[config.mk]
export PLATFORM = sky130hd
export DESIGN_NAME = instruction_fetch_unit
export DESIGN_NICKNAME = d
export VERILOG_FILES = /design/src/rtl/cpu_pkg.sv /design/src/rtl/instruction_fetch_unit_pc_counter.sv /design/src/rtl/instruction_fetch_unit.sv
export SDC_FILE = /design/constraint.sdc
export NUM_CORES = 1
export LEC_CHECK = 0
export ABC_CLOCK_PERIOD_IN_PS = 2500
export BUFFER_PORTS_ARGS = -buffer_cell sky130_fd_sc_hd__buf_2
export CAP_MARGIN = 5
export CORE_MARGIN = 2
export CORE_UTILIZATION = 35
export CTS_CLUSTER_SIZE = 14
export DETAILED_ROUTE_END_ITERATION = 10
export GPL_TIMING_DRIVEN = 0
export SLEW_MARGIN = 20
export SYNTH_ARGS = -nofsm -noshare
export SYNTH_HDL_FRONTEND = slang
export SYNTH_HIERARCHICAL = 1
export SYNTH_SLANG_ARGS = --single-unit
[constraint.sdc]
create_clock -name clk -period 2.5 [get_ports clk]
set_clock_uncertainty 0.2 [all_clocks]
set_input_delay 0.25 -clock clk [delete_from_list [all_inputs] [get_ports clk]]
set_output_delay 0.25 -clock clk [all_outputs]
set_load 0.1 [all_outputs]
[src/rtl/cpu_pkg.sv]
// Shared CPU definitions: fetch FSM state encoding and default datapath widths
// (also used by instruction_register).
package cpu_pkg;

  localparam int unsigned WORD_SIZE = 8;
  localparam int unsigned ADDR_SIZE = 5;

  typedef enum logic [1:0] {
    IDLE  = 2'd0,
    FETCH = 2'd1,
    LOAD  = 2'd2,
    EXEC  = 2'd3
  } fetch_state_t;

endpackage

[src/rtl/instruction_fetch_unit_pc_counter.sv]
// Program counter: synchronous active-low reset to RESET_PC, increment or load,
// with load taking priority.
module pc_counter
  import cpu_pkg::*;
#(
  parameter int unsigned          addr_size = ADDR_SIZE,
  parameter logic [addr_size-1:0] RESET_PC  = '0
) (
  input  logic                 clk,
  input  logic                 rst,
  input  logic                 inc,
  input  logic                 load,
  input  logic [addr_size-1:0] load_val,
  output logic [addr_size-1:0] pc
);

  always_ff @(posedge clk) begin
    if (!rst) begin
      pc <= RESET_PC;
    end else if (load) begin
      pc <= load_val;
    end else if (inc) begin
      pc <= pc + 1'b1;
    end
  end

endmodule

[src/rtl/instruction_fetch_unit.sv]
// Instruction fetch unit: req/ack fetch from program memory into the IR, PC ownership
// and branch redirect. Optional fetch timeout fault enabled by `define FETCH_TIMEOUT_EN.
module instruction_fetch_unit
  import cpu_pkg::*;
#(
  parameter int unsigned          word_size      = WORD_SIZE,
  parameter int unsigned          addr_size      = ADDR_SIZE,
  parameter logic [addr_size-1:0] RESET_PC       = '0,
  parameter int unsigned          TIMEOUT_CYCLES = 15
) (
  input  logic                 clk,
  input  logic                 rst,
  input  logic                 fetch_en,
  output logic [addr_size-1:0] mem_addr,
  output logic                 mem_rd,
  input  logic [word_size-1:0] mem_data,
  input  logic                 mem_ack,
  output logic [word_size-1:0] ir_d_out,
  output logic                 ir_load,
  input  logic                 instr_done,
  input  logic                 branch_valid,
  input  logic [addr_size-1:0] branch_addr,
  output logic [addr_size-1:0] pc_out,
  output logic                 busy,
  output logic                 fault
);

  fetch_state_t         state, state_n;
  logic                 mem_rd_q, mem_rd_n;
  logic [word_size-1:0] ir_q, ir_n;
  logic                 ir_load_q, ir_load_n;
  logic                 pc_inc, pc_load;
  logic                 fetch_ok;
  logic [addr_size-1:0] pc;

`ifdef FETCH_TIMEOUT_EN
  localparam int unsigned CNT_W = $clog2(TIMEOUT_CYCLES + 1);
  logic [CNT_W-1:0] cnt_q, cnt_n;
  logic             fault_q, fault_n;
`endif

  pc_counter #(
    .addr_size(addr_size),
    .RESET_PC (RESET_PC)
  ) u_pc (
    .clk     (clk),
    .rst     (rst),
    .inc     (pc_inc),
    .load    (pc_load),
    .load_val(branch_addr),
    .pc      (pc)
  );

  always_ff @(posedge clk) begin
    if (!rst) begin
      state     <= IDLE;
      mem_rd_q  <= 1'b0;
      ir_q      <= '0;
      ir_load_q <= 1'b0;
`ifdef FETCH_TIMEOUT_EN
      cnt_q     <= '0;
      fault_q   <= 1'b0;
`endif
    end else begin
      state     <= state_n;
      mem_rd_q  <= mem_rd_n;
      ir_q      <= ir_n;
      ir_load_q <= ir_load_n;
`ifdef FETCH_TIMEOUT_EN
      cnt_q     <= cnt_n;
      fault_q   <= fault_n;
`endif
    end
  end

  always_comb begin
    state_n   = state;
    mem_rd_n  = mem_rd_q;
    ir_n      = ir_q;
    ir_load_n = 1'b0;
    pc_inc    = 1'b0;
    pc_load   = 1'b0;
`ifdef FETCH_TIMEOUT_EN
    cnt_n     = cnt_q;
    fault_n   = fault_q;
    fetch_ok  = fetch_en && !fault_q;
`else
    fetch_ok  = fetch_en;
`endif
    case (state)
      IDLE: begin
        if (fetch_ok) begin
          state_n  = FETCH;
          mem_rd_n = 1'b1;
`ifdef FETCH_TIMEOUT_EN
          cnt_n    = '0;
`endif
        end
      end
      FETCH: begin
        // An ack on the same edge as the timeout still completes the fetch.
        if (mem_ack) begin
          ir_n      = mem_data;
          pc_inc    = 1'b1;
          mem_rd_n  = 1'b0;
          ir_load_n = 1'b1;
          state_n   = LOAD;
        end
`ifdef FETCH_TIMEOUT_EN
        else if (cnt_q == CNT_W'(TIMEOUT_CYCLES - 1)) begin
          fault_n  = 1'b1;
          mem_rd_n = 1'b0;
          state_n  = IDLE;
        end else begin
          cnt_n = cnt_q + 1'b1;
        end
`endif
      end
      LOAD: begin
        state_n = EXEC;
      end
      EXEC: begin
        if (instr_done) begin
          pc_load = branch_valid;
          if (fetch_en) begin
            state_n  = FETCH;
            mem_rd_n = 1'b1;
`ifdef FETCH_TIMEOUT_EN
            cnt_n    = '0;
`endif
          end else begin
            state_n = IDLE;
          end
        end
      end
      default: state_n = IDLE;
    endcase
  end

  assign mem_addr = pc;
  assign pc_out   = pc;
  assign mem_rd   = mem_rd_q;
  assign ir_d_out = ir_q;
  assign ir_load  = ir_load_q;
  assign busy     = (state != IDLE);
`ifdef FETCH_TIMEOUT_EN
  assign fault    = fault_q;
`else
  assign fault    = 1'b0;
`endif

endmodule

-- Yosys cells after proc, flatten, opt, wreduce, memory -nomap -nowiden
Cells that the tools add are included.
- $add $sub $neg: 1
- multipliers: 0
- div/mod/pow operators: 0
- magnitude comparators: 0
- equal/unequal tests: 6
- shift operators: 0
- multiplexer cells: 15
- bitwise operators: 0
- reductions and logical operators: 7
- operators with widths (kind ; count):
    5-bit two-way mux ; 2
    1-bit two-way mux ; 8
    2-bit one-hot mux with 4 select lines ; 1
    2-bit two-way mux ; 3
    2-bit inequality test (second input constant) ; 3
    3-bit AND reduction ; 2
    5-bit by 1-bit adder with 5-bit output (second input constant) ; 1
    2-bit == test (second input constant) ; 2
    2-bit nonzero test ; 2
    1-bit one-hot mux with 3 select lines ; 1
    3-bit nonzero test ; 1
    2-bit by 1-bit == test with 1-bit output (second input constant) ; 1
    2-bit zero test ; 1
    2-bit AND reduction ; 1
- bits in registers: 17
- latch bits: 0
- RAM bits: 0
- memory bits (read-only): 0
- bits of input ports: 19
- output and inout port bits: 22
- memories kept: 0

-- Longest topological paths before layout
- depth in word-level cells: 4
- depth in mapped cells: 7

-- Cells and area by module
Netlist, hierarchy kept.
- modules (own cells, without submodules) (module ; times used ; cells each ; area an instance (µm²)):
    instruction_fetch_unit ; 1 ; 71 ; 606.8
    pc_counter ; 1 ; 27 ; 237.7

-- Least setup slack after synthesis
No wires, ideal clock.
- kind: register to register
- start: register u_pc.pc[0]
- end: register u_pc.pc[4]
- library setup time: 0.070 ns
- data arrival time: 1.747 ns
- setup slack: 0.483 ns
- stages on the path, launching flop included: 5
- buffers on the path: 0
- period minus slack after synthesis: 2.017 ns
- cell sequence: dfxtp_1 > ha_1 > nand4_1 > xor2_1 > a21oi_1
- longest elaborated chain between the ends: 3
- ends and longest elaborated chain (what ; RTL line ; RTL):
    from (decl) ; instruction_fetch_unit_pc_counter.sv:14 ; output logic [addr_size-1:0] pc
    from (signal assigned) ; instruction_fetch_unit_pc_counter.sv:21 ; pc <= load_val;
    from (signal assigned) ; instruction_fetch_unit_pc_counter.sv:23 ; pc <= pc + 1'b1;
    5-bit by 1-bit adder with 5-bit output ; instruction_fetch_unit_pc_counter.sv:23 ;
    5-bit two-way mux ; instruction_fetch_unit_pc_counter.sv:22 ; end else if (inc) begin
    5-bit two-way mux ; instruction_fetch_unit_pc_counter.sv:20 ; end else if (load) begin
Every way passes these cells. The select of a mux whose other input is x is not followed.
A chain may end at the register's enable or synchronous reset.

-- Final worst setup path
- start: register state[1]
- end: register u_pc.pc[1]
- longest elaborated chain between the ends: 3
- elaborated cells between the ends (all ways): 6
- classes of those cells: 2 x eq/ne; 3 x mux; 1 x reduce/logical
- ends and longest elaborated chain (what ; RTL line ; RTL):
    from (decl) ; instruction_fetch_unit.sv:28 ; fetch_state_t state, state_n;
    from (signal assigned) ; instruction_fetch_unit.sv:65 ; state <= state_n;
    2-bit == test or 2-bit by 1-bit == test with 1-bit output (tied branches) ; instruction_fetch_unit.sv:90 ; case (state)
    1-bit two-way mux ; instruction_fetch_unit.sv:90 ;
    5-bit two-way mux or 2-bit nonzero test (tied branches) ; n/a ;
Parallel ways exist; a longest one is shown, timed or not.

==> flow_metrics.py <==
metrics = {
    "synth": {
        "avgSynthCellArea_um2": 8.62,
        "synth_enable_flop_cells": 0,
        "synth_async_sr_flop_share_pct": 0,
        "synth_fp_nets": 123,
        "netlist_area_um2": 845,
        "yosys_register_bits": 17,
        "postSynth.topFlopCell": "sky130_fd_sc_hd__dfxtp_1",
        "synth_cell_types": 28,
        "synth-seq-area-share_pct": 40.3,
        "postSynthCellCount": 98,
        "synth_warnings": 6,
    },
    "global_routing": {
        "grt_max_degree": 14,
        "track_usage_pct": 15.3,
        "grt_first_pass_wirelength_um": 3170,
        "grt_pass1_vias": 784,
        "grt_ovf": 0,
        "grt_antenna_before_repair": 0,
    },
    "timing": {
        "timing.final.hold_violations": 0,
        "pins_over_their_slew_limit": 0,
        "setup_repair_after_global_routing_missed_its_margin": "false",
        "fin_crit_ns": 2.09,
        "fmax_ghz": 0.479,
        "tns_ns": 0,
        "fin_crit_sh_pct": 83.5,
        "setup-violations-final": 0,
    },
    "cts": {
        "clockRootBuffer": "sky130_fd_sc_hd__clkbuf_4",
        "cts_sinks": 17,
        "clock_latency_ns": 0.29,
        "cts_tree": "done",
        "clock_path_buffers": 2,
        "cts_setup_buffers": 0,
        "htree_levels": 1,
        "clk_transition_reported_paths_ns": 0.09,
        "tritoncts.num_buffers": 3,
    },
    "worst_setup_path": {
        "worst_setup_path_startpoint": "state[1]",
        "crit_family": "buffers and inverters",
        "startpoint_class_of_the_critical_path": "flip-flop",
        "cells_along_the_critical_path": "inv_1 > ha_1 > nand2_2 > clkinv_1 > mux2i_1 > o21ai_0 > and2_1",
        "setup.worst_path.class": "flip-flop to flip-flop",
        "worst_path_max_delay_cell": "sky130_fd_sc_hd__dfxtp_1",
        "critical_path_required_ns": 2.49,
        "critical_path.reg2reg.startpoint": "state[1]",
        "cp-end-kind": "flip-flop",
        "critical_path.max_stage_delay_ns": 0.40,
        "worstPathMaxFanout": 13,
        "critical_path_buf_inv_count": 2,
        "worst-endpoint-arrival_ns": 2.08,
    },
    "floorplanning": {
        "start_util_pct": 37.5,
        "die_area_um2": 2820,
        "row_count": 17,
        "boundaryPins": 41,
        "placeableCoreArea_um2": 2250,
        "die_w_um": 53.1,
        "die-height_um": 53.1,
    },
    "status": {
        "outcome": "complete, no violations",
    },
    "layout": {
        "nNetsFinal": 175,
        "n_fill_cell": 242,
        "layout_stage_area_growth_over_the_synthesis_result_pct": 39.9,
        "insertedDiodeCount": 0,
        "finish.utilization_pct": 52.4,
        "drive_above_1_share_pct": 36.2,
    },
    "detailed_routing": {
        "drtPass1Iterations": 4,
        "remaining_drc_errors": 0,
        "drt.antenna.violating_nets": 0,
        "drt_first_iter_violations": 8,
        "dr_total_vias": 818,
        "viasPerCell": 4.62,
        "wl_um": 1930,
        "route.detailed.wl_per_inst_um": 10.9,
    },
    "min_path": {
        "hp-start": "branch_addr[4]",
        "hold_path_class": "primary input to flip-flop",
    },
    "placement": {
        "place_congestion": 0.717,
        "half_perimeter_wire_length_after_detailed_placement_um": 1370,
        "portBuffers": 39,
    },
    "power_and_ir_drop": {
        "power_density_normalized_to_cell_area_nw_per_um2": 1080,
        "power_leakage_uw": 0.000572,
        "max-vdd-ir-drop_v": 0.000626,
        "final_total_power_uw": 1280,
    },
    "run": {
        "max_cap_viol_count": 0,
    },
}
-- cell usage in the layout, fill, tap and decap left out, drive strengths merged --
master and n:
buf 45, nand2 20, xnor2 1, nand2b 3, and4 1, and3 2, o2111ai 1, clkinv 1
a211oi 1, mux2i 1, a21oi 12, conb 1, dlygate4sd3 8, and2 2, nor2 1, dfxtp 17
clkbuf 5, o21ai 5, inv 6, a221oi 1, a41oi 1, a31o 1, nor3 1, nand4 3
ha 6, xor2 3
-- cell families (layout without fill, tap and decap cells) --
| family | after synthesis | in the layout | share of synthesized area, % |
|---|---|---|---|
| AOI/OAI and AO/OA | 22 | 22 | 15.9 |
| xor gates and xnor gates | 4 | 4 | 4.15 |
| adders and majority gates | 6 | 6 | 8.89 |
| buffers and inverters | 14 | 65 | 8.89 |
| DFF | 17 | 17 | 40.3 |
| muxes | 1 | 1 | 1.19 |
| other | 1 | 1 | 0.444 |
| and+or+nand+nor | 33 | 33 | 20.3 |
-- worst min-delay path: stages --
cell and delay [ns]:
sky130_fd_sc_hd__buf_2 0.07, sky130_fd_sc_hd__o21ai_0 0.06, sky130_fd_sc_hd__a21oi_1 0.10
-- metrics by stage --
stage	cell area (um2)	std cells	hold WS, ns	worst slack [ns]
finish	1180	177	0.0165	0.412
floorplan	845	98	0.172	0.483
global placement	1070	165	0.241	0.447
detailed placement	1070	165	0.245	0.433
CTS	1180	177	0.0107	0.407
global route	1180	177	0.0419	0.223
-- power by group --
| part | switching (uW) | internal, uW |
|---|---|---|
| sequential | 38.8 | 322 |
| combinational | 597 | 178 |
| clock | 83.5 | 62.1 |
| total | 719 | 562 |
-- repair_timing --
item,in CTS,in global routing
setup endpoints to repair,0,0
hold buffers,8,0
gates resized for setup,0,0
hold endpoints to repair,8,0
-- flip-flops by register name, indices dropped and copies added, names as in the netlist --
register,flops
state,2
ir_d_out,8
mem_rd,1
ir_load,1
u_pc/pc,5
-- routing by layer --
layer / part of all wire (%) / global-route usage (%) / vias up
li1: - / - / 425
met1: 44 / 16.9 / 363
met2: 47 / 27.3 / 28
met3: 7.8 / 5.08 / 2
met4: 0.62 / 4.70 / 0
met5: 0 / 0 / -
-- area by class of cell --
type,instances,area [um2],share of cell area (%)
repair buffers,47,275,23.3
flip-flops and latches,17,340,28.8
well taps,28,35.0,2.97
plain buffers,7,48.8,4.13
multi-input cells,67,429,36.3
clock buffers,4,26.3,2.22
inverters,7,26.3,2.22
-- final timing paths --
path	end	slack [ns]	cells after the start
hold reg to reg	ir_d_out[0]	0.26	2
setup reg to reg	u_pc/pc[1]	0.41	7
setup / recovery	u_pc/pc[1]	0.41	7
hold / removal	u_pc/pc[4]	0.02	3
-- cell usage after synthesis, types with 2 or more instances --
master / n / area share (%)
sky130_fd_sc_hd__nand2_1: 19 / 8.4
sky130_fd_sc_hd__dfxtp_1: 17 / 40
sky130_fd_sc_hd__a21oi_1: 12 / 7.1
sky130_fd_sc_hd__buf_4: 6 / 5.3
sky130_fd_sc_hd__ha_1: 6 / 8.9
sky130_fd_sc_hd__inv_1: 6 / 2.7
sky130_fd_sc_hd__o21ai_0: 5 / 3.0
sky130_fd_sc_hd__nand4_1: 3 / 2.2
sky130_fd_sc_hd__xor2_1: 3 / 3.1
sky130_fd_sc_hd__and2_1: 2 / 1.5
sky130_fd_sc_hd__nand2b_1: 2 / 1.5
No activity file was read; power rests on OpenSTA's default activity.
